**config.mk**
```make
export PLATFORM = sky130hd
export DESIGN_NAME = sc_control_sequencer
export DESIGN_NICKNAME = d
export VERILOG_FILES = /design/src/rtl/sc_control_sequencer.sv
export SDC_FILE = /design/constraint.sdc
export NUM_CORES = 1
export LEC_CHECK = 0
export ABC_AREA = 0
export BUFFER_PORTS_ARGS = -buffer_cell sky130_fd_sc_hd__buf_2
export CAP_MARGIN = 20
export CORE_MARGIN = 5
export CORE_UTILIZATION = 25
export DETAILED_ROUTE_END_ITERATION = 12
export GPL_ROUTABILITY_DRIVEN = 0
export PLACE_DENSITY = 0.6
export SLEW_MARGIN = 20
export SYNTH_ARGS = -nofsm -noshare
export SYNTH_HDL_FRONTEND = slang
export SYNTH_SLANG_ARGS = --single-unit
```
**constraint.sdc**
```tcl
create_clock -name SC_CTRL_CLOCK_50 -period 2.3 [get_ports SC_CTRL_CLOCK_50]
set_clock_uncertainty 0.1 [all_clocks]
set_input_delay 0 -clock SC_CTRL_CLOCK_50 [delete_from_list [all_inputs] [get_ports SC_CTRL_CLOCK_50]]
set_output_delay 0 -clock SC_CTRL_CLOCK_50 [all_outputs]
set_load 0.05 [all_outputs]
```
**src/rtl/sc_control_sequencer.sv**
```systemverilog
// sc_control_sequencer: multi-cycle fetch/incpc/decode/execute sequencer for the DATAPATH.
// Revision: 1.0
`default_nettype none

module sc_control_sequencer #(
   parameter int DATAWIDTH_MIR_DIRECTION = 6,
   parameter int DATAWIDTH_ALU_SELECTION = 4,
   parameter int DATAWIDTH_DECODEROP     = 8,
   parameter logic [DATAWIDTH_ALU_SELECTION-1:0] ALU_ADD = 4'd0,
   parameter logic [DATAWIDTH_ALU_SELECTION-1:0] ALU_SUB = 4'd1,
   parameter logic [DATAWIDTH_ALU_SELECTION-1:0] ALU_AND = 4'd2,
   parameter logic [DATAWIDTH_ALU_SELECTION-1:0] ALU_OR  = 4'd3,
   parameter logic [DATAWIDTH_MIR_DIRECTION-1:0] REG_PC      = 6'd2,
   parameter logic [DATAWIDTH_MIR_DIRECTION-1:0] REG_IR      = 6'd3,
   parameter logic [DATAWIDTH_MIR_DIRECTION-1:0] REG_ONE     = 6'd1,
   parameter logic [DATAWIDTH_MIR_DIRECTION-1:0] REG_NOWRITE = 6'd0
) (
   input  logic                               SC_CTRL_CLOCK_50,
   input  logic                               SC_CTRL_RESET_InHigh,
   input  logic                               SC_CTRL_Run_In,
   input  logic [DATAWIDTH_DECODEROP-1:0]     SC_CTRL_OPS_InBus,
   input  logic                               SC_CTRL_Bit13_In,
   input  logic                               SC_CTRL_SetCode_In,
   input  logic                               SC_CTRL_FlagNegative_InLow,
   input  logic                               SC_CTRL_FlagZero_InLow,
   input  logic                               SC_CTRL_FlagOverflow_InLow,
   input  logic                               SC_CTRL_FlagCarry_InLow,
   input  logic                               SC_CTRL_MemAck_In,
   output logic                               SC_CTRL_MemReq_Out,
   output logic [DATAWIDTH_MIR_DIRECTION-1:0] SC_CTRL_DirA_OutBus,
   output logic [DATAWIDTH_MIR_DIRECTION-1:0] SC_CTRL_DirB_OutBus,
   output logic [DATAWIDTH_MIR_DIRECTION-1:0] SC_CTRL_DirC_OutBus,
   output logic                               SC_CTRL_SelectA_Out,
   output logic                               SC_CTRL_SelectB_Out,
   output logic                               SC_CTRL_SelectC_Out,
   output logic [DATAWIDTH_ALU_SELECTION-1:0] SC_CTRL_ALUOperation_OutBus,
   output logic                               SC_CTRL_RD_Out,
   output logic [3:0]                         SC_CTRL_PSR_OutBus,
   output logic                               SC_CTRL_Halted_Out,
   output logic                               SC_CTRL_Illegal_Out,
   output logic [2:0]                         SC_CTRL_State_OutBus
);

   typedef enum logic [2:0] {
      S_IDLE    = 3'd0,
      S_FETCH   = 3'd1,
      S_INCPC   = 3'd2,
      S_DECODE  = 3'd3,
      S_EXEC    = 3'd4,
      S_LOAD    = 3'd5,
      S_ILLEGAL = 3'd6
   } state_t;

   state_t     state_q;
   logic [3:0] psr_q;

   logic [1:0] op;
   logic [5:0] op3;
   logic       alu_legal;
   logic       ld_legal;
   logic [DATAWIDTH_ALU_SELECTION-1:0] exec_alu;

   assign op  = SC_CTRL_OPS_InBus[7:6];
   assign op3 = SC_CTRL_OPS_InBus[5:0];

   // op3[4] selects the condition-code variant, so it is don't-care for legality.
   assign alu_legal = (op == 2'b10) && !SC_CTRL_Bit13_In && !op3[5] && !op3[3] &&
                      ((op3[2:0] == 3'b000) || (op3[2:0] == 3'b100) ||
                       (op3[2:0] == 3'b001) || (op3[2:0] == 3'b010));
   assign ld_legal  = (op == 2'b11) && (op3 == 6'b000000) && !SC_CTRL_Bit13_In;

   always_comb begin
      exec_alu = ALU_ADD;
      case (op3[2:0])
         3'b100:  exec_alu = ALU_SUB;
         3'b001:  exec_alu = ALU_AND;
         3'b010:  exec_alu = ALU_OR;
         default: exec_alu = ALU_ADD;
      endcase
   end

   always_ff @(posedge SC_CTRL_CLOCK_50) begin
      if (SC_CTRL_RESET_InHigh) begin
         state_q <= S_IDLE;
         psr_q   <= 4'b0000;
      end else begin
         case (state_q)
            S_IDLE:   if (SC_CTRL_Run_In) state_q <= S_FETCH;
            S_FETCH:  if (SC_CTRL_MemAck_In) state_q <= S_INCPC;
            S_INCPC:  state_q <= S_DECODE;
            S_DECODE: begin
               if (alu_legal)     state_q <= S_EXEC;
               else if (ld_legal) state_q <= S_LOAD;
               else               state_q <= S_ILLEGAL;
            end
            S_EXEC: begin
               if (op3[4] && SC_CTRL_SetCode_In)
                  psr_q <= {~SC_CTRL_FlagNegative_InLow, ~SC_CTRL_FlagZero_InLow,
                            ~SC_CTRL_FlagOverflow_InLow, ~SC_CTRL_FlagCarry_InLow};
               state_q <= SC_CTRL_Run_In ? S_FETCH : S_IDLE;
            end
            S_LOAD:   if (SC_CTRL_MemAck_In) state_q <= SC_CTRL_Run_In ? S_FETCH : S_IDLE;
            S_ILLEGAL: state_q <= S_ILLEGAL;
            default:  state_q <= S_ILLEGAL;
         endcase
      end
   end

   always_comb begin
      SC_CTRL_MemReq_Out          = 1'b0;
      SC_CTRL_DirA_OutBus         = '0;
      SC_CTRL_DirB_OutBus         = '0;
      SC_CTRL_DirC_OutBus         = REG_NOWRITE;
      SC_CTRL_SelectA_Out         = 1'b0;
      SC_CTRL_SelectB_Out         = 1'b0;
      SC_CTRL_SelectC_Out         = 1'b0;
      SC_CTRL_ALUOperation_OutBus = ALU_ADD;
      SC_CTRL_RD_Out              = 1'b0;
      case (state_q)
         S_FETCH: begin
            SC_CTRL_MemReq_Out  = 1'b1;
            SC_CTRL_RD_Out      = 1'b1;
            SC_CTRL_DirA_OutBus = REG_PC;
            if (SC_CTRL_MemAck_In) SC_CTRL_DirC_OutBus = REG_IR;
         end
         S_INCPC: begin
            SC_CTRL_DirA_OutBus = REG_PC;
            SC_CTRL_DirB_OutBus = REG_ONE;
            SC_CTRL_DirC_OutBus = REG_PC;
         end
         S_EXEC: begin
            SC_CTRL_SelectA_Out         = 1'b1;
            SC_CTRL_SelectB_Out         = 1'b1;
            SC_CTRL_SelectC_Out         = 1'b1;
            SC_CTRL_ALUOperation_OutBus = exec_alu;
         end
         S_LOAD: begin
            SC_CTRL_MemReq_Out  = 1'b1;
            SC_CTRL_RD_Out      = 1'b1;
            SC_CTRL_SelectA_Out = 1'b1;
            if (SC_CTRL_MemAck_In) SC_CTRL_SelectC_Out = 1'b1;
         end
         default: ;
      endcase
   end

   assign SC_CTRL_PSR_OutBus   = psr_q;
   assign SC_CTRL_Halted_Out   = (state_q == S_IDLE);
   assign SC_CTRL_Illegal_Out  = (state_q == S_ILLEGAL);
   assign SC_CTRL_State_OutBus = state_q;

endmodule

`default_nettype wire
```
# Word level (Yosys, flattened, before mapping)
# Index checks and enable logic that the tools add are counted.
dict set report totals {
  regBits 7
  latchBits 0
  ramBits 0
  romBits 0
  out_inout_bits 36
  wordCells 59
  n_memories 0
}
dict set report classes {
  add_sub_neg 0
  mul 0
  n_div 0
  n_lt_le_gt_ge 0
  eq_ne 14
  n_shift 0
  mux 18
  bitwise 4
  reduce_logical 21
}
# cell n
set op_table {}
lappend op_table {{3-bit one-hot mux with 6 select lines} 1}
lappend op_table {{3-bit equality test (second input constant)} 4}
lappend op_table {{3-bit by 2-bit equality test with 1-bit output (second input constant)} 3}
lappend op_table {{3-bit two-way mux} 3}
lappend op_table {{2-bit two-way mux} 4}
lappend op_table {{1-bit logical AND} 7}
lappend op_table {{3-bit by 1-bit equality test with 1-bit output (second input constant)} 2}
lappend op_table {{3-bit zero test} 2}
lappend op_table {{6-bit zero test} 1}
lappend op_table {{1-bit two-way mux} 6}
lappend op_table {{2-bit inequality test (second input constant)} 3}
lappend op_table {{2-bit one-hot mux with 3 select lines} 1}
lappend op_table {{2-bit OR reduction} 3}
lappend op_table {{2-bit equality test (second input constant)} 2}
lappend op_table {{4-bit two-way mux} 1}
lappend op_table {{1-bit NOT} 4}
lappend op_table {{2-bit one-hot mux with 2 select lines} 1}
lappend op_table {{1-bit zero test} 3}
lappend op_table {{1-bit logical OR} 3}
lappend op_table {{3-bit AND reduction} 1}
lappend op_table {{1-bit one-hot mux with 2 select lines} 1}
lappend op_table {{2-bit AND reduction} 1}

# Longest topological paths before layout
# Gate-level depths: netlist of the first run.
dict set report logic_depth {
  depth_word 7
  mapped_depth 5
  mapped_depth_nobuf 4
}

# Worst setup path before layout of the first run
# Ideal clock, no wire load.
dict set report synth_path {
  kind {reg2reg}
  from {register state_q[0], in the netlist SC_CTRL_State_OutBus[0]}
  to {register state_q[0], in the netlist SC_CTRL_State_OutBus[0]}
  arrival_time_ns 2.098
  path_slack_ns -0.020
  stages_incl_launch_ff 5
  path_buffers 1
  synth_period_minus_slack_ns 2.320
  path_cell_list {dfxtp_1 -> buf_6 -> nor3_1 -> a221o_1 -> a31oi_1}
}
dict set report synth_between {
  elab_chain_cells 3
}
# item line_no
set synth_rtl {}
lappend synth_rtl {{from (decl)} 54} ;# state_t state_q;
lappend synth_rtl {{from (signal assigned)} 100} ;# state_q <= SC_CTRL_Run_In ? S_FETCH : S_IDLE;
lappend synth_rtl {{from (signal assigned)} 102} ;# S_LOAD: if (SC_CTRL_MemAck_In) state_q <= SC_CTRL_Run_In ? S_FETCH : S_IDLE;
lappend synth_rtl {{3-bit zero test (*)} n/a}
lappend synth_rtl {{named net SC_CTRL_Halted_Out} 39} ;# output logic SC_CTRL_Halted_Out,
lappend synth_rtl {{2-bit inequality test (no line)} n/a}
lappend synth_rtl {{3-bit AND reduction (no line)} n/a}
# Mark *: on every way through the listed nets, which the timed path passes. The rest lies on a longest branch.
# A chain may end at the register's enable or synchronous reset.

# Worst setup path in the final report of the first run
dict set report layout_path {
  from {input SC_CTRL_OPS_InBus[3]}
  to {register state_q[0], in the netlist SC_CTRL_State_OutBus[0]}
}
dict set report layout_between {
  elab_chain_cells 6
}
# item line_no
set layout_rtl {}
lappend layout_rtl {{from (decl)} 21} ;# input logic [DATAWIDTH_DECODEROP-1:0] SC_CTRL_OPS_InBus,
lappend layout_rtl {{6-bit zero test} 70} ;# assign ld_legal = (op == 2'b11) && (op3 == 6'b000000) && !SC_CTRL_Bit13_In;
lappend layout_rtl {{1-bit logical AND (2 in series)} 70}
lappend layout_rtl {{2-bit two-way mux} 93} ;# else if (ld_legal) state_q <= S_LOAD;
lappend layout_rtl {{2-bit two-way mux (*)} 92} ;# if (alu_legal) state_q <= S_EXEC;
lappend layout_rtl {{3-bit one-hot mux with 6 select lines (*)} 87} ;# case (state_q)
# Mark *: on every way between the ends. The rest lies on a longest branch, timed or not.

==> flow_summary_export.csv, run 1 <==
group,metric,value,unit
run_status,status,"complete, no violations",
logic_synthesis,synthDominantCellAreaShare,23.09,%
logic_synthesis,async_flop_share,0,%
logic_synthesis,synth.most_common_cell,"buf_4",
clocking,cts-buffers-inserted,3,
clocking,post_cts_resized,0,
route,dr.pass1.iters,4,
clocking,hold_buffers,16,
route,drt-initial-drc-count,23,
critical_path,worstSetupEndpointType,"flip-flop",
cells_and_area,area_delta_synth_final,51.55,%
logic_synthesis,synth_common_cells,"18 x buf_4, 8 x a21oi_1, 7 x dfxtp_1",
logic_synthesis,synthesis.instances,79,
critical_path,rrSetupSlack,230,ps
sta,hold_violations,0,
logic_synthesis,seq_area_frac_synth,23.09,%
logic_synthesis,netlist_area,606.8,µm²
logic_synthesis,synth_area_leaders,"dfxtp_1 23%, buf_4 22%, a21oi_1 6.6%",
clocking,clock-sinks,7,
critical_path,regToRegEndpoint,"SC_CTRL_PSR_OutBus[0]",
die,die_y,59.27,µm
power,ir_worst_vdd,0.2268,mV
clocking,insertion_delay,250,ps
sta,post-route-period-util,91.54,%
placed_design,dp_hpwl,1.388,mm
sta,drv_slew,0,
clocking,path_clk_slew,60,ps
power,switching_share,47.97,%
critical_path,crit_path_start_kind,"input pin",
route,drc_errors,0,
clocking,cts_max_level,1,
power,p_clk_share,24.1,%
clocking,cts_tree,"yes",
route,wire_per_inst,10.92,µm
route,wirelength,1.725,mm
sta,tns,0,ps
sta,fin_crit,2105,ps
power,p_leak,0.4804,nW
power,p_seq_share,29.1,%
cells_and_area,multi_input_area,361.6,µm²
critical_path,crit_required,2380,ps
global_route,grt_max_degree,15,
power,power.share.combinational,46.9,%
power,power_switching,0.0002278,W
die,initial_core_util,26.91,%
logic_synthesis,yosys.area.top_type,"dfxtp_1",
logic_synthesis,ys_warn_count,0,
global_route,first_global_vias,678,
critical_path,critPathCapture,"SC_CTRL_State_OutBus[0]",
clocking,cts_setup_buffers,0,
die,design.core.area,2255,µm²
clocking,ctsLongestPathBuffers,2,
power,internal-power,0.0002470,W
critical_path,worst-path-max-fanout,2,
sta,clock.fmax,0.4750,GHz
job,cap_violations,0,
sta,rsz0062_at_grt,"no",
critical_path,r2r_cells,4,
global_route,grt_overflow,0,
hold_path,min_path_type,"input pin to primary output",
global_route,antenna_found_initial,0,
logic_synthesis,synth_area_per_cell,7.681,µm²
sta,setup_viol,0,
global_route,grt_use_total,10.00,%
route,final_antenna_net_count,0,
die,dieArea,3512,µm²
logic_synthesis,synth_edf_count,0,
route,vias_per_cell,4.272,
logic_synthesis,yosysUniqueCellTypes,28,
critical_path,arrival,2190,ps
critical_path,r2r-start,"SC_CTRL_State_OutBus[2]",
die,rows,17,
global_route,grt_pass1_wl,2.794,mm
logic_synthesis,ys.flop_type,"dfxtp_1",
power,powerDensity,516.3,nW/µm²
cells_and_area,diodes,0,
critical_path,cp-startpoint,"SC_CTRL_OPS_InBus[3]",
critical_path,worstSetupPathType,"input pin to flip-flop",
cells_and_area,drive_gt1_share,33.08,%
logic_synthesis,ys_ff_latch,7,
route,vias,675,
die,dieWidth,59.27,µm
die,pin_count,54,
sta,hold_ws,264.4,ps
cells_and_area,nFillCells,245,
placed_design,portBuffers,37,
clocking,cts-root-buf,"clkbuf_4",
cells_and_area,seq_area,140.1,µm²
cells_and_area,nets,149,
==> metal layers <==
metal | routed length, µm | GRT usage, % | vias up
met5 | 0 | 0 | -
li1 | - | - | 335
met4 | 0 | 2.913 | 0
met1 | 615 | 10.54 | 308
met3 | 227 | 3.268 | 0
met2 | 882 | 18.56 | 32
==> flip-flops by register name (all words and copies together) (netlist names) <==
signal	flops
SC_CTRL_PSR_OutBus	4
SC_CTRL_State_OutBus	3
==> placed cells by master, fill, tap and decap left out, drive strengths merged <==
cell and count:
inv 3, and2 3, and2b 1, nor2 6
buf 37, a31oi 2, conb 16, and3b 1
nor4 1, xor2 2, clkbuf 4, maj3 1
a221o 1, o21bai 2, o21ai 1, nor3b 2
dlygate4sd3 16, a211oi 4, a21oi 8, dfxtp 7
and4bb 1, nand4 1, nor2b 1, nor3 2
nand2b 2, nand2 5
==> worst min path at each step <==
| stage | startpoint | to | slack, ps | cells after the start |
|---|---|---|---|---|
| floorplan | SC_CTRL_FlagCarry_InLow | SC_CTRL_PSR_OutBus[0] | -3 | 1 |
| global placement | SC_CTRL_FlagOverflow_InLow | SC_CTRL_PSR_OutBus[1] | 90 | 2 |
| detailed placement | SC_CTRL_FlagOverflow_InLow | SC_CTRL_PSR_OutBus[1] | 90 | 2 |
| CTS | SC_CTRL_OPS_InBus[0] | SC_CTRL_ALUOperation_OutBus[0] | 270 | 3 |
| global route | SC_CTRL_OPS_InBus[2] | SC_CTRL_ALUOperation_OutBus[1] | 290 | 3 |
| finish | SC_CTRL_OPS_InBus[0] | SC_CTRL_ALUOperation_OutBus[0] | 260 | 3 |
==> power by group through the flow <==
stage	clock [W]	combinational, W	sequential (W)
6_report	0.000114	0.000223	0.000138
5_1_grt	0.000129	0.000235	0.000140
4_1_cts	0.000115	0.000222	0.000138
3_5_place_dp	0	0.000207	0.000141
3_3_place_gp	0	0.000205	0.000140
2_1_floorplan	0	0.000188	0.000147
==> critical path, stage by stage <==
cell           delay, ps
dlygate4sd3_1        530
buf_2                120
nor3b_1              170
dlygate4sd3_1        600
nand4_1               80
dlygate4sd3_1        570
a31oi_1              120
==> layout make-up <==
type | count | area share [%]
clock buffers | 4 | 2.857
inverters | 3 | 1.224
multi-input cells | 63 | 39.32
flip-flops and latches | 7 | 15.24
well taps | 28 | 3.810
repair buffers | 53 | 37.55
==> kinds of logic (layout without fill, tap and decap cells) <==
kind of cell | Yosys count | in the layout | share of synthesized area [%]
DFF | 7 | 7 | 23.09
adders and majority gates | 1 | 1 | 1.650
other | 1 | 16 | 0.6180
buffers and inverters | 24 | 60 | 27.42
AOI/OAI and AO/OA | 18 | 18 | 18.56
xor gates and xnor gates | 2 | 2 | 2.887
and+or+nand+nor | 26 | 26 | 25.78
==> stage by stage <==
step,power (W),area [µm²],std cells,util [%],setup slack [ps]
global route,0.0005041,919.6,158,40.79,62.16
global placement,0.0003455,733.2,138,32.52,864.7
finish,0.0004748,919.6,158,40.79,194.5
floorplan,0.0003347,668.1,94,-,7.245
detailed placement,0.0003475,733.2,138,32.52,791.1
CTS,0.0004757,919.6,158,40.79,173.5
Note: power is estimated with default switching activity, not from simulation.
==> run 2: changes to the inputs <==
- CORE_UTILIZATION: 25 -> 39
- PLACE_DENSITY: 0.6 -> 0.86
==> run 2 against run 1 <==
Compared with the run above: maximum frequency decreased by 3.2%; core utilization increased by 20 points; sequential power about the same; sequential share of layout area rose by 0.25 points; hold slack worse by 3.4 ps; wire length fell by 1.6%; critical path type unchanged; critical endpoint unchanged; largest power group unchanged; highest routed layer is now met4.
==> flow_summary_export.csv, run 2 (synthesis gave the netlist of run 1 again) <==
group,metric,value,unit
clocking,cts-buffers-inserted,3,
cells_and_area,nFillCells,151,
critical_path,worstSetupEndpointType,"flip-flop",
critical_path,crit_path_start_kind,"input pin",
route,dr.pass1.iters,4,
sta,post-route-period-util,94.56,%
job,cap_violations,0,
power,powerDensity,521.0,nW/µm²
global_route,grt_max_degree,15,
power,switching_share,47.61,%
cells_and_area,layout_common_cells,"37 x buf_2, 16 x conb_1, 16 x dlygate4sd3_1, 8 x a21oi_1, 7 x dfxtp_1",
cells_and_area,drive_gt1_share,33.08,%
cells_and_area,nets,149,
clocking,hold_buffers,16,
route,vias_per_cell,4.603,
clocking,path_clk_slew,50,ps
cells_and_area,diodes,0,
route,drt-initial-drc-count,8,
hold_path,min_path_type,"input pin to primary output",
sta,hold_violations,0,
power,p_leak,0.4804,nW
die,die_y,49.45,µm
critical_path,worstSetupPathType,"input pin to flip-flop",
global_route,grt_use_total,13.75,%
cells_and_area,largest_reg_flops,4,
die,rows,14,
power,internal-power,0.0002469,W
placed_design,portBuffers,37,
sta,rsz0062_at_grt,"no",
clocking,post_cts_resized,0,
clocking,cts-root-buf,"clkbuf_4",
clocking,clock-sinks,7,
die,pin_count,54,
cells_and_area,final_common_cell,"buf_2",
critical_path,crit_required,2370,ps
run_status,status,"complete, no violations",
power,power.total,0.0004713,W
die,initial_core_util,40.76,%
route,wire_per_inst,11.63,µm
clocking,cts_max_level,1,
power,p_seq_share,29.3,%
route,final_antenna_net_count,0,
power,p_clk_share,23.3,%
sta,setup_viol,0,
clocking,cts_setup_buffers,0,
power,power_switching,0.0002243,W
sta,clock.fmax,0.4598,GHz
clocking,cts_tree,"yes",
global_route,first_global_vias,648,
sta,fin_crit,2175,ps
die,design.core.area,1489,µm²
global_route,antenna_found_initial,0,
power,ir_worst_vdd,0.3153,mV
route,vias,672,
route,wirelength,1.698,mm
die,dieArea,2445,µm²
global_route,grt_overflow,0,
route,drc_errors,0,
global_route,grt_pass1_wl,2.732,mm
placed_design,dp_hpwl,1.244,mm
sta,drv_slew,0,
power,power.share.combinational,47.4,%
critical_path,worst-path-max-fanout,2,
clocking,ctsLongestPathBuffers,2,
die,dieWidth,49.45,µm
cells_and_area,area_delta_synth_final,49.07,%
clocking,insertion_delay,240,ps
critical_path,arrival,2250,ps
sta,tns,0,ps
[run 2: layer usage]
layer  share of wire (%)  vias to the layer above  GRT usage, %
met4                 1.0                        0         2.620
met2                  54                       34         26.82
li1                    -                      339             -
met3                  11                        2         5.810
met5                   0                        -             0
met1                  34                      297         13.08
[run 2: stage by stage]
step | cell area (µm²) | cells | hold slack [ps] | setup slack, ps | utilization [%]
after floorplan | 668.1 | 94 | -3.373 | 7.245 | -
after global placement | 718.2 | 126 | 87.64 | 872.9 | 48.24
after detailed placement | 718.2 | 126 | 86.64 | 824.1 | 48.24
after CTS | 904.6 | 146 | 264.8 | 213.0 | 60.76
after global routing | 904.6 | 146 | 279.4 | 40.39 | 60.76
final | 904.6 | 146 | 261.0 | 125.2 | 60.76
[run 2: power by group through the flow]
stage	Sequential [W]	Combinational (W)	Clock (W)
2_1_floorplan	0.000147	0.000188	0
3_3_place_gp	0.000140	0.000204	0
3_5_place_dp	0.000140	0.000207	0
4_1_cts	0.000138	0.000222	0.000113
5_1_grt	0.000140	0.000235	0.000122
6_report	0.000138	0.000223	0.000110
[run 2: layout make-up]
cell class | instances | area, µm² | share of cell area [%]
Clock buffer | 4 | 26.28 | 2.905
Inverter | 3 | 11.26 | 1.245
Multi-Input combinational cell | 63 | 361.6 | 39.97
Sequential cell | 7 | 140.1 | 15.49
Tap cell | 16 | 20.02 | 2.213
Timing Repair Buffer | 53 | 345.3 | 38.17
[run 2: critical path, stage by stage]
cell	delay [ps]
dlygate4sd3_1	530
buf_2	120
nor3b_1	160
dlygate4sd3_1	630
nand4_1	90
dlygate4sd3_1	580
a31oi_1	130
[run 2: path summary, 6_finish.rpt]
check                          startpoint                              to  slack, ps  cells past startpoint
hold reg to reg   SC_CTRL_State_OutBus[0]         SC_CTRL_State_OutBus[2]        530                      2
hold / removal       SC_CTRL_OPS_InBus[2]  SC_CTRL_ALUOperation_OutBus[1]        260                      3
setup reg to reg  SC_CTRL_State_OutBus[2]           SC_CTRL_PSR_OutBus[1]        250                      4
setup / recovery     SC_CTRL_OPS_InBus[5]         SC_CTRL_State_OutBus[0]        130                      7
